--- config.mk ---
export PLATFORM = sky130hd
export DESIGN_NAME = uart_tx_arbiter
export DESIGN_NICKNAME = d
export VERILOG_FILES = /design/src/rtl/uart_tx_arbiter.sv
export SDC_FILE = /design/constraint.sdc
export NUM_CORES = 1
export LEC_CHECK = 0
export ABC_AREA = 1
export CAP_MARGIN = 0
export CORE_MARGIN = 8
export CORE_UTILIZATION = 52
export DETAILED_ROUTE_END_ITERATION = 16
export PLACE_DENSITY = 0.78
export SETUP_SLACK_MARGIN = 0.2
export SYNTH_ARGS = -nofsm -noshare
export SYNTH_HDL_FRONTEND = slang
export SYNTH_SLANG_ARGS = --single-unit
--- constraint.sdc ---
create_clock -name clk -period 2.45 [get_ports clk]
set_input_delay 0.49 -clock clk [delete_from_list [all_inputs] [get_ports clk]]
set_output_delay 0.49 -clock clk [all_outputs]
set_load 0.03 [all_outputs]
--- src/rtl/uart_tx_arbiter.sv ---
// Round-robin arbiter sharing one uart_tx among N byte-stream requesters.
// Frame locking keeps a multi-byte message contiguous on the wire.
module uart_tx_arbiter #(
  parameter int N            = 4,
  parameter int LOCK_FRAMES  = 1,
  parameter int LOCK_TIMEOUT = 65535,
  parameter int BUSY_TIMEOUT = 4
) (
  input  logic           clk,
  input  logic           reset,
  input  logic [N-1:0]   req_valid,
  input  logic [8*N-1:0] req_data,
  input  logic [N-1:0]   req_last,
  output logic [N-1:0]   req_ready,
  output logic [7:0]     tx_data,
  output logic           tx_strobe,
  input  logic           tx_ready,
  output logic [N-1:0]   grant,
  output logic           busy,
  output logic           lock_timeout,
  output logic           tx_fault
);

  localparam int PW = (N > 1) ? $clog2(N) : 1;
  localparam int LW = $clog2(LOCK_TIMEOUT + 1);
  localparam int BW = $clog2(BUSY_TIMEOUT + 1);
  localparam logic [LW-1:0] LOCK_LAST = LW'(LOCK_TIMEOUT - 1);
  localparam logic [BW-1:0] BUSY_LAST = BW'(BUSY_TIMEOUT - 1);

  typedef enum logic [2:0] {
    S_IDLE,
    S_ISSUE,
    S_WAIT_LOW,
    S_WAIT_HIGH,
    S_HOLD
  } state_t;

  state_t          state_q;
  logic [PW-1:0]   rr_ptr_q;
  logic [PW-1:0]   owner_q;
  logic            locked_q;
  logic            last_q;
  logic [7:0]      tx_data_q;
  logic            strobe_q;
  logic [N-1:0]    req_ready_q;
  logic [N-1:0]    grant_q;
  logic [LW-1:0]   lock_cnt_q;
  logic [BW-1:0]   busy_cnt_q;
  logic            lock_timeout_q;
  logic            tx_fault_q;

  logic            win_found;
  logic [PW-1:0]   win_idx;
  logic [PW-1:0]   scan_idx;
  logic [PW-1:0]   sel_idx;
  logic [7:0]      sel_data;
  logic            sel_last;
  logic            own_valid;
  logic [PW-1:0]   next_ptr;

  function automatic logic [N-1:0] onehot(input logic [PW-1:0] idx);
    logic [N-1:0] v;
    v      = '0;
    v[idx] = 1'b1;
    return v;
  endfunction

  // First valid requester searching rr_ptr, rr_ptr+1, ... modulo N.
  // NOTE: every signal written here gets a default first, so no latch is inferred.
  always_comb begin
    win_found = 1'b0;
    win_idx   = '0;
    scan_idx  = '0;
    for (int i = 0; i < N; i++) begin
      scan_idx = PW'((int'(rr_ptr_q) + i) % N);
      if (!win_found && req_valid[scan_idx]) begin
        win_found = 1'b1;
        win_idx   = scan_idx;
      end
    end
  end

  // While locked only the owner is eligible; otherwise the round-robin winner.
  always_comb begin
    sel_idx  = locked_q ? owner_q : win_idx;
    sel_data = '0;
    sel_last = 1'b0;
    for (int i = 0; i < N; i++) begin
      if (sel_idx == PW'(i)) begin
        sel_data = req_data[8*i +: 8];
        sel_last = req_last[i];
      end
    end
  end

  assign own_valid = req_valid[owner_q];
  assign next_ptr  = (owner_q == PW'(N - 1)) ? '0 : owner_q + 1'b1;

  // NOTE: all state below uses non-blocking assignments so every register
  // samples pre-edge values, independent of statement order.
  always_ff @(posedge clk or posedge reset) begin
    if (reset) begin
      state_q        <= S_IDLE;
      rr_ptr_q       <= '0;
      owner_q        <= '0;
      locked_q       <= 1'b0;
      last_q         <= 1'b0;
      tx_data_q      <= '0;
      strobe_q       <= 1'b0;
      req_ready_q    <= '0;
      grant_q        <= '0;
      lock_cnt_q     <= '0;
      busy_cnt_q     <= '0;
      lock_timeout_q <= 1'b0;
      tx_fault_q     <= 1'b0;
    end else begin
      strobe_q       <= 1'b0;
      req_ready_q    <= '0;
      lock_timeout_q <= 1'b0;
      case (state_q)
        S_IDLE: begin
          if (tx_ready && win_found) begin
            tx_data_q   <= sel_data;
            last_q      <= sel_last;
            owner_q     <= win_idx;
            grant_q     <= onehot(win_idx);
            strobe_q    <= 1'b1;
            req_ready_q <= onehot(win_idx);
            state_q     <= S_ISSUE;
          end
        end
        S_ISSUE: begin
          busy_cnt_q <= '0;
          state_q    <= S_WAIT_LOW;
        end
        S_WAIT_LOW: begin
          if (!tx_ready) begin
            state_q <= S_WAIT_HIGH;
          end else if (busy_cnt_q == BUSY_LAST) begin
            tx_fault_q <= 1'b1;
            state_q    <= S_WAIT_HIGH;
          end else begin
            busy_cnt_q <= busy_cnt_q + 1'b1;
          end
        end
        S_WAIT_HIGH: begin
          if (tx_ready) begin
            if (LOCK_FRAMES != 0 && !last_q) begin
              locked_q   <= 1'b1;
              lock_cnt_q <= '0;
              state_q    <= S_HOLD;
            end else begin
              locked_q <= 1'b0;
              rr_ptr_q <= next_ptr;
              grant_q  <= '0;
              state_q  <= S_IDLE;
            end
          end
        end
        S_HOLD: begin
          if (own_valid) begin
            lock_cnt_q <= '0;
            if (tx_ready) begin
              tx_data_q   <= sel_data;
              last_q      <= sel_last;
              strobe_q    <= 1'b1;
              req_ready_q <= onehot(owner_q);
              state_q     <= S_ISSUE;
            end
          end else if (lock_cnt_q == LOCK_LAST) begin
            lock_timeout_q <= 1'b1;
            locked_q       <= 1'b0;
            rr_ptr_q       <= next_ptr;
            grant_q        <= '0;
            state_q        <= S_IDLE;
          end else begin
            lock_cnt_q <= lock_cnt_q + 1'b1;
          end
        end
        default: state_q <= S_IDLE;
      endcase
    end
  end

  assign req_ready    = req_ready_q;
  assign tx_data      = tx_data_q;
  assign tx_strobe    = strobe_q;
  assign grant        = grant_q;
  assign busy         = (state_q != S_IDLE);
  assign lock_timeout = lock_timeout_q;
  assign tx_fault     = tx_fault_q;

endmodule

# == Yosys cells after proc, flatten, opt, wreduce, memory -nomap -nowiden ==
# Cells that the tools add are included.
# totals
output_inout_bits,20
reg_bits,47
input_bits,43
wordCells,160
# op_classes
n_reduce_logical,25
n_lt_le_gt_ge,8
n_addsub,6
muxes,84
n_eq_ne,24
# op_table
cell,count
$mux 16,4
$mux 8,7
$mux 4,8
$pmux 16 s2,1
$mux 3,10
$mux 1,28
$mux 2,10
$ne 2x2->1 const B,10
$lt 2x3->1 const B,6
$add 16x1->16 const B,1
$eq 16x16->1 const B,1
$pmux 8 s2,1
$pmux 3 s5,1
$ne 3x3->1 const B,4
$pmux 4 s3,1
$reduce_and 4->1,3
$bmux 1 s2,5
$reduce_and 5->1,2
$eq 3x2->1 const B,3
$pmux 4 s2,1
$eq 2x2->1 const B,3
$logic_and 1x1->1,6
$pmux 1 s2,3
$pmux 3 s2,1
other kinds (17),27

# == Logic depth before layout (Yosys ltp) ==
# logic_depth
ltp_word,21
mapped_depth,18
depth_no_buf,17

# == Worst setup path after synthesis ==
# Ideal clock, no wire load.
# synth_timing
kind,in2reg
startpoint,input port req_valid[1]
endpoint,register lock_cnt_q[13]
slack_ns,0.708
t_arrival_ns,1.628
path_stages,11
path_buffers,1
required_ns,2.336
setup_ns,0.114
path_cell_list,a21oi_1 -> o21ai_0 -> and2_1 -> inv_1 -> nand4_1 -> nand2_1 -> inv_1 -> buf_2 -> a31o_2 -> nand3_1 -> inv_1
# synth_via
elab_chain_len,4
elab_cells_between_ends,6
cone_classes,eq/ne: 1; mux: 4; reduce/logical: 1
# synth_rtl
element,line,text
"start, declared",11,"input logic [N-1:0] req_valid,"
$bmux 1 s2 (*),96,assign own_valid = req_valid[owner_q];
$mux 1 (implied by the code) (*),96,
$ne 3x3->1 (no line) or $mux 16 (tied branches),n/a,
$reduce_and 4->1 (no line) or $pmux 16 s2 (tied branches),n/a,
"end signal, assigned",177,lock_cnt_q <= lock_cnt_q + 1'b1;
"end, declared",47,logic [LW-1:0] lock_cnt_q;
# Mark *: on every way between the ends. The rest lies on a longest branch, timed or not. The select of a mux whose other input is x is not followed.
# A chain may end at the register's enable or synchronous reset.

# == Final worst setup path ==
# layout_timing
startpoint,input port req_valid[0]
endpoint,register last_q
# layout_via
elab_chain_len,21
elab_cells_between_ends,41
cone_classes,eq/ne: 5; mux: 27; reduce/logical: 9
# layout_rtl
element,line,text
$bmux 1 s2,76,if (!win_found && req_valid[scan_idx]) begin
$mux 1 (implied by the code),76,
$mux 1,76,
$logic_not 1->1,76,
$logic_and 1x1->1,76,
$mux 1,76,
$logic_not 1->1,76,
$logic_and 1x1->1,76,
[... 2 more ...],n/a,
$logic_and 1x1->1,76,
$mux 2,76,
$mux 2,85,sel_idx = locked_q ? owner_q : win_idx;
$logic_not 2->1,89,if (sel_idx == PW'(i)) begin
$mux 1 (4 in a row),89,
$mux 1,163,if (tx_ready) begin
$mux 1,161,if (own_valid) begin
$pmux 1 s2,120,case (state_q)
"end signal, assigned",124,last_q <= sel_last;
"end signal, assigned",165,last_q <= sel_last;
"end, declared",42,logic last_q;
# Several ways; a longest one is shown, not always the timed one. The select of a mux whose other input is x is not followed.

==> run metrics <==
Total Wirelength=a little under 8 mm; Max-Cap Viols=0; most used cell, CP=nand2_1; CTS Sinks=47; min-delay worst type=reg2reg; cell-internal power=2.46 mW; Skew-Pair Late Insertion Delay=approximately 0.29 ns; crit path buf inv count=3; Overall Global Routing Usage=approximately 18%; Synth Area in Compound Gates=9.57%; vias in the first global route=3020; Synth Register Bits=47; count leader, synth=nand2_1; post-placement cell area=between 0.003 and 0.004 sq mm; Sw Share=roughly half; Chip Height=93.7 microns; gpl congestion=about 0.9; Mapped Area=0.00314 sq mm; RSZ-0062 raised after global routing=yes; DIE AREA=0.00878 sq mm; routed via count=3019; startpoint types=primary input; Main synth FF type=dfrtp_1; mux contribution to synthesized area=0.359%; Mean Syn Cell Area=7.16 sq um; worst setup path category=in2reg; largest net degree at the start of global routing=27; DRT iter0 DRCs=94; clock slew at reported path FFs=about 0.09 ns; Seq/Total Area, Yosys=37.5%; Synth Area in Adders=roughly 3.2%; slowest cell on the critical path=clkdlybuf4s50_1; Required @ worst endpoint=2.64 ns; endpoints failing hold=0; final instance area=0.00411 sq mm; Crit path max-delay family=simple AND/OR/NAND/NOR gates; Tcrit/Tclk final=a little under nine tenths; Distinct cells, synth=34; Area contributors post-synth=dfrtp_1 (37%), nand2_1 (15%), inv_1 (7.9%); PwrDens=1180 mW/mm^2; worst-path fanout max=5; Reg power frac=24.9%; CTS tree=built; Final min period=2.09 ns; CP Capture Type=flop; Max H-tree Level=2; Ports=63; Logic pwr share=63.6%; switching power=2.39 mW; Synth Area in Simple Gates=a little under two fifths; # rows=28; number of CTS-inserted buffers=5; Post-synth EDFFs=0; share of total power in the clock network=11.5%; drt wl/cell=13.1 microns; synth warn=0; XOR/XNOR Fraction of Synth Area=0.837%; Fin Hold WS=between 0.4 and 0.5 ns; status=finished clean; Post-Route Skew=0.00236 ns; clock tree buffer depth=2; synth cell count leaders=nand2_1 (129), inv_1 (66), dfrtp_1 (47); DRC violations left=0; Setup Total Neg Slack=0 ns; Initial Util=53.3%; fin nets=572; asr flop ratio synth=100%; core area=0.00589 sq mm; CP cell instances=clkdlybuf4s50_1 > inv_2 > nand2_1 > nand3_2 > nand2_2 > nor2_4 > nand4_1 > nand3_4 > nand2_8 > nor2_4 > nand2_1 > nand2_1 > inv_1 > nand2_1 > nand2_1; Rel. slew slack=62.8%; area leader, netlist=dfrtp_1; syn nets=roughly 490; remaining antenna violation count after routing=0; Post-CTS Hold Fix Bufs=0; Max Fclk=478 MHz; Leakage=roughly 2.1 nW; vias per inst=5.07; # port buffers=62; worst vdd ir=0.000810 V; area grow syn2layout=31.0%; Die W=93.7 microns; detailed-router iteration count before antenna repair=4; antenna violations before repair=0; share of Yosys cell area claimed by the top area cell type=37.5%; slowest cell delay on critical path=roughly 0.43 ns; CTS root buf=clkbuf_8; WP data arrival=2.28 ns; grt total ovfl=0; largest family of logic cells by synthesized area=simple AND/OR/NAND/NOR gates; Final HPWL DP=a little under 6 mm; fin. max-slew vios=0; Ant. Diodes=0; endpoints failing setup=0; fin util=69.9%; worst slew pin tran=around 0.56 ns; fraction of final layout cells sized beyond drive strength 1=between 10% and 20%; first-pass GRT wire length=13.2 mm; cell count after synthesis=438
final cells by class:
| type | instances | area, sq um |
|---|---|---|
| Multi-Input combinational cell | 309 | 1660 |
| Timing Repair Buffer | 81 | 786 |
| Inverter | 77 | 292 |
| Fill cell | 483 | 1770 |
| Tap cell | 75 | 93.8 |
| Clock buffer | 5 | 68.8 |
| Clock inverter | 2 | 37.5 |
| Sequential cell | 47 | 1180 |
per-stage QoR:
| stage | setup slack (ns) | instances | power [mW] |
|---|---|---|---|
| after floorplan | 0.708 | 438 | 3.29 |
| after global placement | 0.00680 | 579 | 3.92 |
| after detailed placement | -0.0585 | 579 | 3.98 |
| after CTS | 0.208 | 586 | 4.56 |
| after global routing | 0.178 | 596 | 5.28 |
| final | 0.360 | 596 | 4.86 |
worst register-to-register path: cells and delay by family, from the launching register on:
kind,cells,cell delay [ns]
buf+inv,2,0.17
flops,1,0.50
simple gates,12,1.27
state kept, by name, summed over array words and instances, names as in the netlist:
register	count
busy_cnt_q	3
owner_q	2
rr_ptr_q	2
locked_q	1
req_ready	4
tx_data	8
tx_fault	1
tx_strobe	1
grant	4
lock_cnt_q	16
lock_timeout	1
state_q	3
last_q	1
cells by family (layout without fill, tap and decap cells):
| logic type | count (synthesis) | in the layout |
|---|---|---|
| xor gates and xnor gates | 3 | 3 |
| buffers and inverters | 85 | 165 |
| adders and majority gates | 8 | 8 |
| muxes | 1 | 1 |
| DFF | 47 | 47 |
| and+or+nand+nor | 240 | 243 |
| AOI/OAI and AO/OA | 54 | 54 |
worst paths after layout:
check                             start  slack, ns           to  cells after the start
max in group asynchronous         reset       1.37  rr_ptr_q[0]                      3
hold reg to reg                tx_fault       0.49     tx_fault                      1
min in group asynchronous         reset       0.56    tx_strobe                      2
hold / removal                 tx_fault       0.49     tx_fault                      1
setup reg to reg            rr_ptr_q[0]       0.41       last_q                     14
setup / recovery           req_valid[0]       0.36       last_q                     15
cell usage in the layout (no fill, tap or decap), types with 2 or more instances in the layout:
| cell | synthesis | layout |
|---|---|---|
| nand2_1 | 129 | 128 |
| inv_1 | 66 | 62 |
| clkdlybuf4s50_1 | 0 | 58 |
| dfrtp_1 | 47 | 46 |
| nand3_1 | 33 | 33 |
| nor2_1 | 25 | 25 |
| buf_4 | 0 | 18 |
| o21ai_0 | 19 | 17 |
| a21oi_1 | 16 | 16 |
| nand3_2 | 15 | 14 |
| inv_2 | 9 | 13 |
| nand2_2 | 11 | 11 |
| o21ai_1 | 8 | 10 |
| nor3_1 | 10 | 10 |
| ha_1 | 8 | 8 |
| nand4_1 | 7 | 7 |
| clkbuf_8 | 0 | 5 |
| dlymetal6s2s_1 | 0 | 4 |
| xor2_1 | 3 | 3 |
| nor2_4 | 2 | 3 |
| nand2_4 | 2 | 3 |
| or2_2 | 3 | 3 |
| o31ai_1 | 3 | 3 |
| a31o_2 | 2 | 2 |
| o21bai_1 | 2 | 2 |
| nand2_8 | 0 | 2 |
power by group through the flow:
| stage | sequential, mW | combinational [mW] | clock [mW] |
|---|---|---|---|
| 5_1_grt | 1.24 | 3.43 | 0.606 |
| 2_1_floorplan | 1.37 | 1.92 | 0 |
| 3_3_place_gp | 1.21 | 2.70 | 0 |
| 6_report | 1.21 | 3.09 | 0.559 |
| 3_5_place_dp | 1.22 | 2.77 | 0 |
| 4_1_cts | 1.21 | 2.79 | 0.567 |
repair_timing:
item / 4_1_cts / 5_1_grt
gates resized for setup: 0 / 15
setup buffers: 0 / 7
endpoints found under the setup margin: 0 / 12
per-layer routing:
layer	routed length, microns	part of all wire, %	up-vias	track usage (%)
li1	-	-	1549	-
met1	3420	44	1386	21.9
met2	3850	49	78	30.6
met3	468	6.0	6	4.56
met4	67	0.86	0	4.10
met5	0	0	-	0
(Power assumes the default switching activity.)
